`src/rtl/uart_pkg.sv`:
```
// uart_pkg: shared types and constants
// for the buffered UART transmit path.
package uart_pkg;

  typedef enum logic [1:0] {
    IDLE,
    START,
    DATA,
    STOP
  } tx_state_t;

  localparam int DATA_BITS = 8;
  localparam logic START_LVL = 1'b0;
  localparam logic STOP_LVL = 1'b1;

  function automatic int bit_cyc(
    input int half
  );
    return 2 * half;
  endfunction

  function automatic int timer_w(
    input int half
  );
    return $clog2(2 * half);
  endfunction

endpackage

```
`src/rtl/sync_fifo.sv`:
```
// sync_fifo: single-clock FIFO with count,
// first-word-fall-through dout and sticky overflow.
module sync_fifo #(
  parameter int WIDTH = 8,
  parameter int AW = 4
) (
  input  logic             clk,
  input  logic             rst,
  input  logic             wr_en,
  input  logic [WIDTH-1:0] din,
  input  logic             rd_en,
  output logic [WIDTH-1:0] dout,
  output logic             full,
  output logic             empty,
  output logic             overflow
);

  localparam int DEPTH = 2 ** AW;
  localparam logic [AW:0] FULL_CNT = (AW + 1)'(DEPTH);

  logic [WIDTH-1:0] mem [DEPTH];
  logic [AW-1:0] wr_ptr;
  logic [AW-1:0] rd_ptr;
  logic [AW:0] count;
  logic push;
  logic pop;

  assign full = count == FULL_CNT;
  assign empty = count == '0;
  assign push = wr_en && !full;
  assign pop = rd_en && !empty;
  assign dout = mem[rd_ptr];

  // Storage array; no reset needed, count gates validity.
  always_ff @(posedge clk) begin
    if (push) mem[wr_ptr] <= din;
  end

  // Pointers, occupancy and sticky overflow flag.
  always_ff @(posedge clk or posedge rst) begin
    if (rst) begin
      wr_ptr <= '0;
      rd_ptr <= '0;
      count <= '0;
      overflow <= 1'b0;
    end else begin
      if (push) wr_ptr <= wr_ptr + 1'b1;
      if (pop) rd_ptr <= rd_ptr + 1'b1;
      if (wr_en && full) overflow <= 1'b1;
      unique case ({push, pop})
        2'b10: count <= count + 1'b1;
        2'b01: count <= count - 1'b1;
        default: count <= count;
      endcase
    end
  end

endmodule

```
`src/rtl/uart_tx_buffered.sv`:
```
// uart_tx_buffered: FIFO-fed 8N1 serializer,
// LSB first, back-to-back frames without gap.
module uart_tx_buffered
  import uart_pkg::*;
#(
  parameter int CLK_PER_HALF_BIT = 5208,
  parameter int FIFO_AW = 4
) (
  input  logic       clk,
  input  logic       rst,
  input  logic       wr_en,
  input  logic [7:0] din,
  output logic       full,
  output logic       empty,
  output logic       busy,
  output logic       overflow,
  output logic       txd
);

  localparam int BIT_CYC = bit_cyc(CLK_PER_HALF_BIT);
  localparam int TW = timer_w(CLK_PER_HALF_BIT);
  localparam logic [TW-1:0] T_LAST = TW'(BIT_CYC - 1);
  localparam logic [2:0] I_LAST = 3'(DATA_BITS - 1);

  tx_state_t state;
  logic [TW-1:0] timer;
  logic [2:0] idx;
  logic [7:0] shift;
  logic [7:0] head;
  logic txd_q;
  logic last;
  logic pop;

  assign last = timer == T_LAST;
  assign pop = !empty &&
    ((state == IDLE) || (state == STOP && last));
  assign busy = (state != IDLE) || !empty;
  assign txd = txd_q;

  sync_fifo #(
    .WIDTH(8),
    .AW(FIFO_AW)
  ) u_fifo (
    .clk(clk),
    .rst(rst),
    .wr_en(wr_en),
    .din(din),
    .rd_en(pop),
    .dout(head),
    .full(full),
    .empty(empty),
    .overflow(overflow)
  );

  // Frame sequencer: timer paces bits, txd leaves a flop.
  always_ff @(posedge clk or posedge rst) begin
    if (rst) begin
      state <= IDLE;
      timer <= '0;
      idx <= '0;
      shift <= '0;
      txd_q <= STOP_LVL;
    end else begin
      unique case (state)
        IDLE: begin
          timer <= '0;
          if (!empty) begin
            shift <= head;
            state <= START;
            txd_q <= START_LVL;
          end
        end
        START: begin
          if (last) begin
            timer <= '0;
            idx <= '0;
            state <= DATA;
            txd_q <= shift[0];
          end else begin
            timer <= timer + 1'b1;
          end
        end
        DATA: begin
          if (last) begin
            timer <= '0;
            if (idx == I_LAST) begin
              state <= STOP;
              txd_q <= STOP_LVL;
            end else begin
              idx <= idx + 1'b1;
              shift <= shift >> 1;
              txd_q <= shift[1];
            end
          end else begin
            timer <= timer + 1'b1;
          end
        end
        STOP: begin
          if (last) begin
            timer <= '0;
            if (!empty) begin
              shift <= head;
              state <= START;
              txd_q <= START_LVL;
            end else begin
              state <= IDLE;
            end
          end else begin
            timer <= timer + 1'b1;
          end
        end
      endcase
    end
  end

endmodule
```
`config.mk`:
```
export PLATFORM = sky130hd
export DESIGN_NAME = uart_tx_buffered
export DESIGN_NICKNAME = d
export VERILOG_FILES = /design/src/rtl/uart_pkg.sv /design/src/rtl/sync_fifo.sv /design/src/rtl/uart_tx_buffered.sv
export SDC_FILE = /design/constraint.sdc
export NUM_CORES = 1
export LEC_CHECK = 0
export CORE_AREA = 2 2 138 140
export DETAILED_ROUTE_END_ITERATION = 16
export DIE_AREA = 0 0 140 142
export PLACE_DENSITY = 0.67
export SKIP_CTS_REPAIR_TIMING = 1
export SYNTH_ARGS = -nofsm -noshare
export SYNTH_HDL_FRONTEND = slang
export SYNTH_SLANG_ARGS = --single-unit
```
`constraint.sdc`:
```
create_clock -name clk -period 3.2 [get_ports clk]
set_clock_uncertainty 0.05 [all_clocks]
set_input_delay 0.48 -clock clk [delete_from_list [all_inputs] [get_ports clk]]
set_output_delay 0.48 -clock clk [all_outputs]
set_load 0.005 [all_outputs]
```
* Word-level counts from Yosys, hierarchy flattened
Memories as Yosys holds them, arrays and structs flattened.
Index checks and enable logic that the tools add are counted.
** Word-level totals
- Input port bits :: 11
- Output and inout port bits :: 5
- Bits in read-only memories :: 0
- Latch bits :: 0
- Word-level logic and storage cells :: 77
- Memories :: 1
- RAM bits :: 128
- Flip-flop bits (word level) :: 42
** Operators by class
- Shifts and indexed selects :: 0
- Magnitude comparators :: 0
- Equal/unequal tests :: 14
- $add $sub $neg :: 6
- Multipliers :: 0
- Divide/modulo/power cells :: 0
- Reductions and logical operators :: 20
- Multiplexer cells :: 27
- Bitwise gates (word level) :: 0
** Memories
- u_fifo.mem :: depth 16, bits a word 8, read ports 1, clocked after memory_dff 0, wr ports 1, line sync_fifo.sv:21 : logic [WIDTH-1:0] mem [DEPTH];
** Operators by type and width (count)
- $mux 8 :: 4
- $pmux 14 s2 :: 1
- $pmux 8 s3 :: 1
- $add 14x1->14 const B :: 1
- $eq 14x14->1 const B :: 1
- $mux 14 :: 1
- $ne 2x2->1 const B :: 6
- $mux 2 :: 5
- $pmux 5 s2 :: 1
- $mux 3 :: 3
- $add 4x1->4 const B :: 2
- $mux 1 :: 8
- $pmux 2 s4 :: 1
- $reduce_and 4->1 :: 2
- $eq 2x2->1 const B :: 3
- $pmux 3 s2 :: 1
- $reduce_bool 2->1 :: 3
- $add 5x1->5 const B :: 1
- $eq 5x5->1 const B :: 1
- $logic_and 1x1->1 :: 5
- $logic_not 5->1 :: 1
- $reduce_and 5->1 :: 1
- $sub 5x1->5 const B :: 1
- $eq 2x1->1 const B :: 2
- 9 further kinds :: 11

* Depth between registers and ports, before layout
- Depth in word-level cells :: 7
- Depth in mapped cells :: 13
- Mapped depth without buffers :: 13

* By module
Synthesis repeated with hierarchy kept, for this count alone.
** Unflattened totals
- Cell total of the unflattened synthesis :: 482
- Area total of the unflattened synthesis :: 7392.1 um2
** By module, submodules not included
- sync_fifo :: area an instance 5829.3 um2, cells an instance 335, seq. area each 4194.0 um2, instances 1
- uart_tx_buffered :: area an instance 1562.7 um2, cells an instance 147, seq. area each 701.9 um2, instances 1

* Worst setup path after synthesis
No wires, ideal clock.
- Path type :: register -> register
- From :: register timer[0]
- To :: register u_fifo.count[4]
- Data arrival time :: 2669 ps
- Buffers on the path :: 0
- Slack :: 402 ps
- Stages on the path, launching flop included :: 14
- Clock period less this slack :: 2798 ps
- Library setup time :: 79 ps
- Data required time :: 3071 ps
- Path through :: dfrtp_1 > ha_1 > and4_4 > and4_1 > a21oi_1 > nor2_1 > ha_1 > inv_1 > fa_1 > nor2b_1 > o21ai_0 > and3_1 > nor3_1 > xor2_1
** On the way
- Longest elaborated chain between the ends :: 7
- Elaborated cells on any way between the ends :: 9
- Classes of those cells :: eq/ne (3); mux (1); reduce/logical (5)
** RTL lines
- from (decl) :: line uart_tx_buffered.sv:26 : logic [TW-1:0] timer;
- from (signal assigned) :: line uart_tx_buffered.sv:80 : timer <= timer + 1'b1;
- from (signal assigned) :: line uart_tx_buffered.sv:95 : timer <= timer + 1'b1;
- from (signal assigned) :: line uart_tx_buffered.sv:109 : timer <= timer + 1'b1;
- $eq 14x14->1 (*) :: line uart_tx_buffered.sv:34 : assign last = timer == T_LAST;
- $logic_and 1x1->1 (*) :: line uart_tx_buffered.sv:36 : ((state == IDLE) || (state == STOP && last));
- $logic_or 1x1->1 (*) :: line uart_tx_buffered.sv:36
- $logic_and 1x1->1 (*) :: line uart_tx_buffered.sv:35 : assign pop = !empty &&
- $logic_and 1x1->1 (*) :: line sync_fifo.sv:31 : assign pop = rd_en && !empty;
- net u_fifo.pop :: line sync_fifo.sv:26 : logic pop;
- $eq 2x1->1 or $eq 2x2->1 (tied branches) :: line sync_fifo.sv:50 : unique case ({push, pop})
- $pmux 5 s2 or $reduce_bool 2->1 (tied branches)
- to (signal assigned) :: line sync_fifo.sv:51 : 2'b10: count <= count + 1'b1;
- to (signal assigned) :: line sync_fifo.sv:52 : 2'b01: count <= count - 1'b1;
- to (signal assigned) :: line sync_fifo.sv:53 : default: count <= count;
- to (decl) :: line sync_fifo.sv:24 : logic [AW:0] count;
The timed path passes the listed nets; every way through them passes the cells marked *.
A chain may end at the register's enable or synchronous reset.

* Worst setup path in the final report
Ends and elaborated chain as after synthesis.

==> impl_metrics.tcl <==
set metrics [dict create \
    status "complete, no violations" \
    async_reset_ff_share_pct 24.71 \
    insertion_delay_ns 0.43 \
    ys_ff_latch 170 \
    synth.distinct_cells 50 \
    clkSlewWorstSetupHoldPaths_ns 0.07 \
    start_util_pct 39.35 \
    grt_use_total_pct 15.38 \
    port_buffers 15 \
    slew_viol_final 0 \
    mostFrequentLayoutCells "128 x edfxtp_1, 40 x dfrtp_1, 37 x mux2i_1" \
    avgSynthCellArea_sq_um 15.82 \
    drt_iter0_markers 279 \
    grt_util_met1_pct 19.62 \
    tritoncts "yes" \
    ys.flop_type "edfxtp_1" \
    nFillCells 1535 \
    rsz0062_at_grt "false" \
    leakagePower_nw 3.018 \
    cp_slowest_cell "fa_1" \
    h-tree-depth 4 \
    drtAntennaViolNets 0 \
    grt_use_met2_pct 25.67 \
    synth-edff-count 128 \
    grt_max_degree 25 \
    routabilityCongestion 0.8295 \
    worstMarginPinSlew_ns 0.8515 \
    finalPower_mw 5.344 \
    cts_sinks 170 \
    grt_pass1_wl_um 22730 \
    netlist_instances 459 \
    layout_commonest_cell "edfxtp_1" \
    pwr_density_cell_nw_per_um2 634.2 \
    hpwl_um 9309 \
    diodes 0 \
    vdd_drop_max_uv 475.3 \
    max_freq_mhz 330.7 \
    worst-path-max-fanout 4 \
    critPathMaxStageDelay_ns 0.42 \
    wire_per_inst_um 19.18 \
    nets 527 \
    place_inst 711 \
    path_cells "ha_1 -> and4_4 -> and4_1 -> a21oi_1 -> nor2_2 -> ha_4 -> inv_1 -> fa_1 -> nor2b_1 -> o21ai_0 -> and3_1 -> nor3_2 -> xor2_1" \
    grt_pass1_vias 4098 \
    vias 3948 \
    fp.coreArea_sq_um 18460 \
    viasPerCell 5.299 \
    ys_seq_area_share_pct 67.42 \
    antenna_found_initial 0 \
    routed_wl_um 14290 \
    clockRootBuffer "clkbuf_16" \
    critPathBufInv 1 \
    cts_buffer_depth 2 \
    fin_crit_sh_pct 94.49 \
    cpLargestDelayFamily "simple AND/OR/NAND/NOR gates" \
    timing_worst_setup_path_type "reg -> reg" \
    fin_cells 745 \
    cp.arrival_ns 3.33 \
    syn2layout_area_growth_pct 16.02 \
    row_count 50 \
    dr.pass1.iters 6 \
    startpoint_type "register" \
    cp_data_required_time_ns 3.51 \
    dieArea_sq_um 19880 \
    netlist_area_sq_um 7262 \
    drive_gt1_share_pct 18.59 \
    utilization_pct 45.65 \
    drv_cap 0 \
    grt-busiest-layer "met2" \
    synth_nets 488 \
    setup_viol 0 \
    synth_warnings 0 \
    hold_path.class "in -> async" \
    io_pins 16 \
    slew_headroom_pct 42.88 \
    post-route-min-period_ns 3.024 \
    cp-end-kind "register" \
    drc 0 \
    hold_viol_final 0 \
    die_w_um 140 \
    overflow 0 \
    use_met3_pct 4.240 \
    numCtsBuffers 17 \
    fp.dieH_um 142 \
]
final cells by class:
| type | instances | area, sq um | share of cell area (%) |
|---|---|---|---|
| clock buffer | 17 | 425.4 | 5.049 |
| clock inverter | 15 | 178.9 | 2.124 |
| inverter | 15 | 56.30 | 0.6683 |
| multi-input combinational | 255 | 2245 | 26.64 |
| sequential | 170 | 4897 | 58.12 |
| tap | 234 | 292.8 | 3.475 |
| timing repair buffer | 39 | 330.3 | 3.920 |
cells in the mapped netlist, drive strengths merged (2+ instances only):
cell / number / area [sq um]
o21ai: 17 / 85.08
clkbuf: 7 / 26.28
nor3: 6 / 30.03
nand2b: 6 / 37.54
nor2b: 4 / 25.02
nand4: 6 / 52.55
mux4: 19 / 427.9
edfxtp: 128 / 3844
a32oi: 5 / 43.79
xnor2: 7 / 61.31
buf: 12 / 58.81
nor2: 31 / 123.9
mux2: 9 / 123.9
a21oi: 13 / 65.06
a221oi: 2 / 17.52
and4: 4 / 37.54
nand3: 3 / 15.01
and2: 3 / 18.77
a22oi: 9 / 67.56
a21o: 2 / 15.01
a22o: 3 / 26.28
mux2i: 37 / 370.4
dfrtp: 41 / 1026
inv: 15 / 56.30
and3: 4 / 25.02
ha: 17 / 212.7
nand2: 22 / 82.58
xor2: 13 / 113.9
or3: 2 / 12.51
flip-flops by register name, summed over array words and instances, names as in the netlist:
register	cells
idx	3
u_fifo.overflow	1
state	2
u_fifo.mem	128
shift	8
timer	14
txd	1
u_fifo.rd_ptr	4
u_fifo.count	5
u_fifo.wr_ptr	4
metal layers:
metal	vias to the layer above	wire length, um
met5	-	0
met2	83	7151
met1	2017	6195
met4	0	199
li1	1830	-
met3	18	740
power breakdown:
part,internal (mW),switching [mW]
Combinational,0.233,0.340
Clock,1.11,0.945
Sequential,2.60,0.108
Total,3.95,1.39
worst paths after layout:
path	startpoint	to	slack, ns	cells after the start
worst max-delay path	timer[0]	u_fifo.count[4]	0.18	13
worst min-delay path	rst	timer[8]	0.38	2
worst max register to register	timer[0]	u_fifo.count[4]	0.18	13
worst min register to register	u_fifo.overflow	u_fifo.overflow	0.41	1
max in group asynchronous	rst	u_fifo.overflow	2.02	3
min in group clk	u_fifo.overflow	u_fifo.overflow	0.41	1
stage by stage:
step / setup TNS [ns] / instance area [sq um] / setup slack (ns) / hold WS [ns]
after floorplan: 0 / 7262 / 0.4018 / 0.3979
after global placement: 0 / 7786 / 0.1635 / 0.4077
after detailed placement: -0.02666 / 7786 / -0.02666 / 0.4010
after CTS: -0.02556 / 8391 / -0.02556 / 0.3874
after global routing: 0 / 8426 / 0.01619 / 0.4301
final: 0 / 8426 / 0.1763 / 0.3790
logic make-up (layout without fill, tap and decap cells):
group / count (synthesis) / count (layout) / synth area share, %
AOI/OAI and AO/OA: 56 / 56 / 5.255
xor gates and xnor gates: 20 / 20 / 2.412
adders and majority gates: 18 / 18 / 3.205
buffers and inverters: 34 / 86 / 1.947
DFF: 170 / 170 / 67.42
muxes: 65 / 65 / 12.70
and+or+nand+nor: 96 / 96 / 7.064
Power figures use the tool's default switching activity.
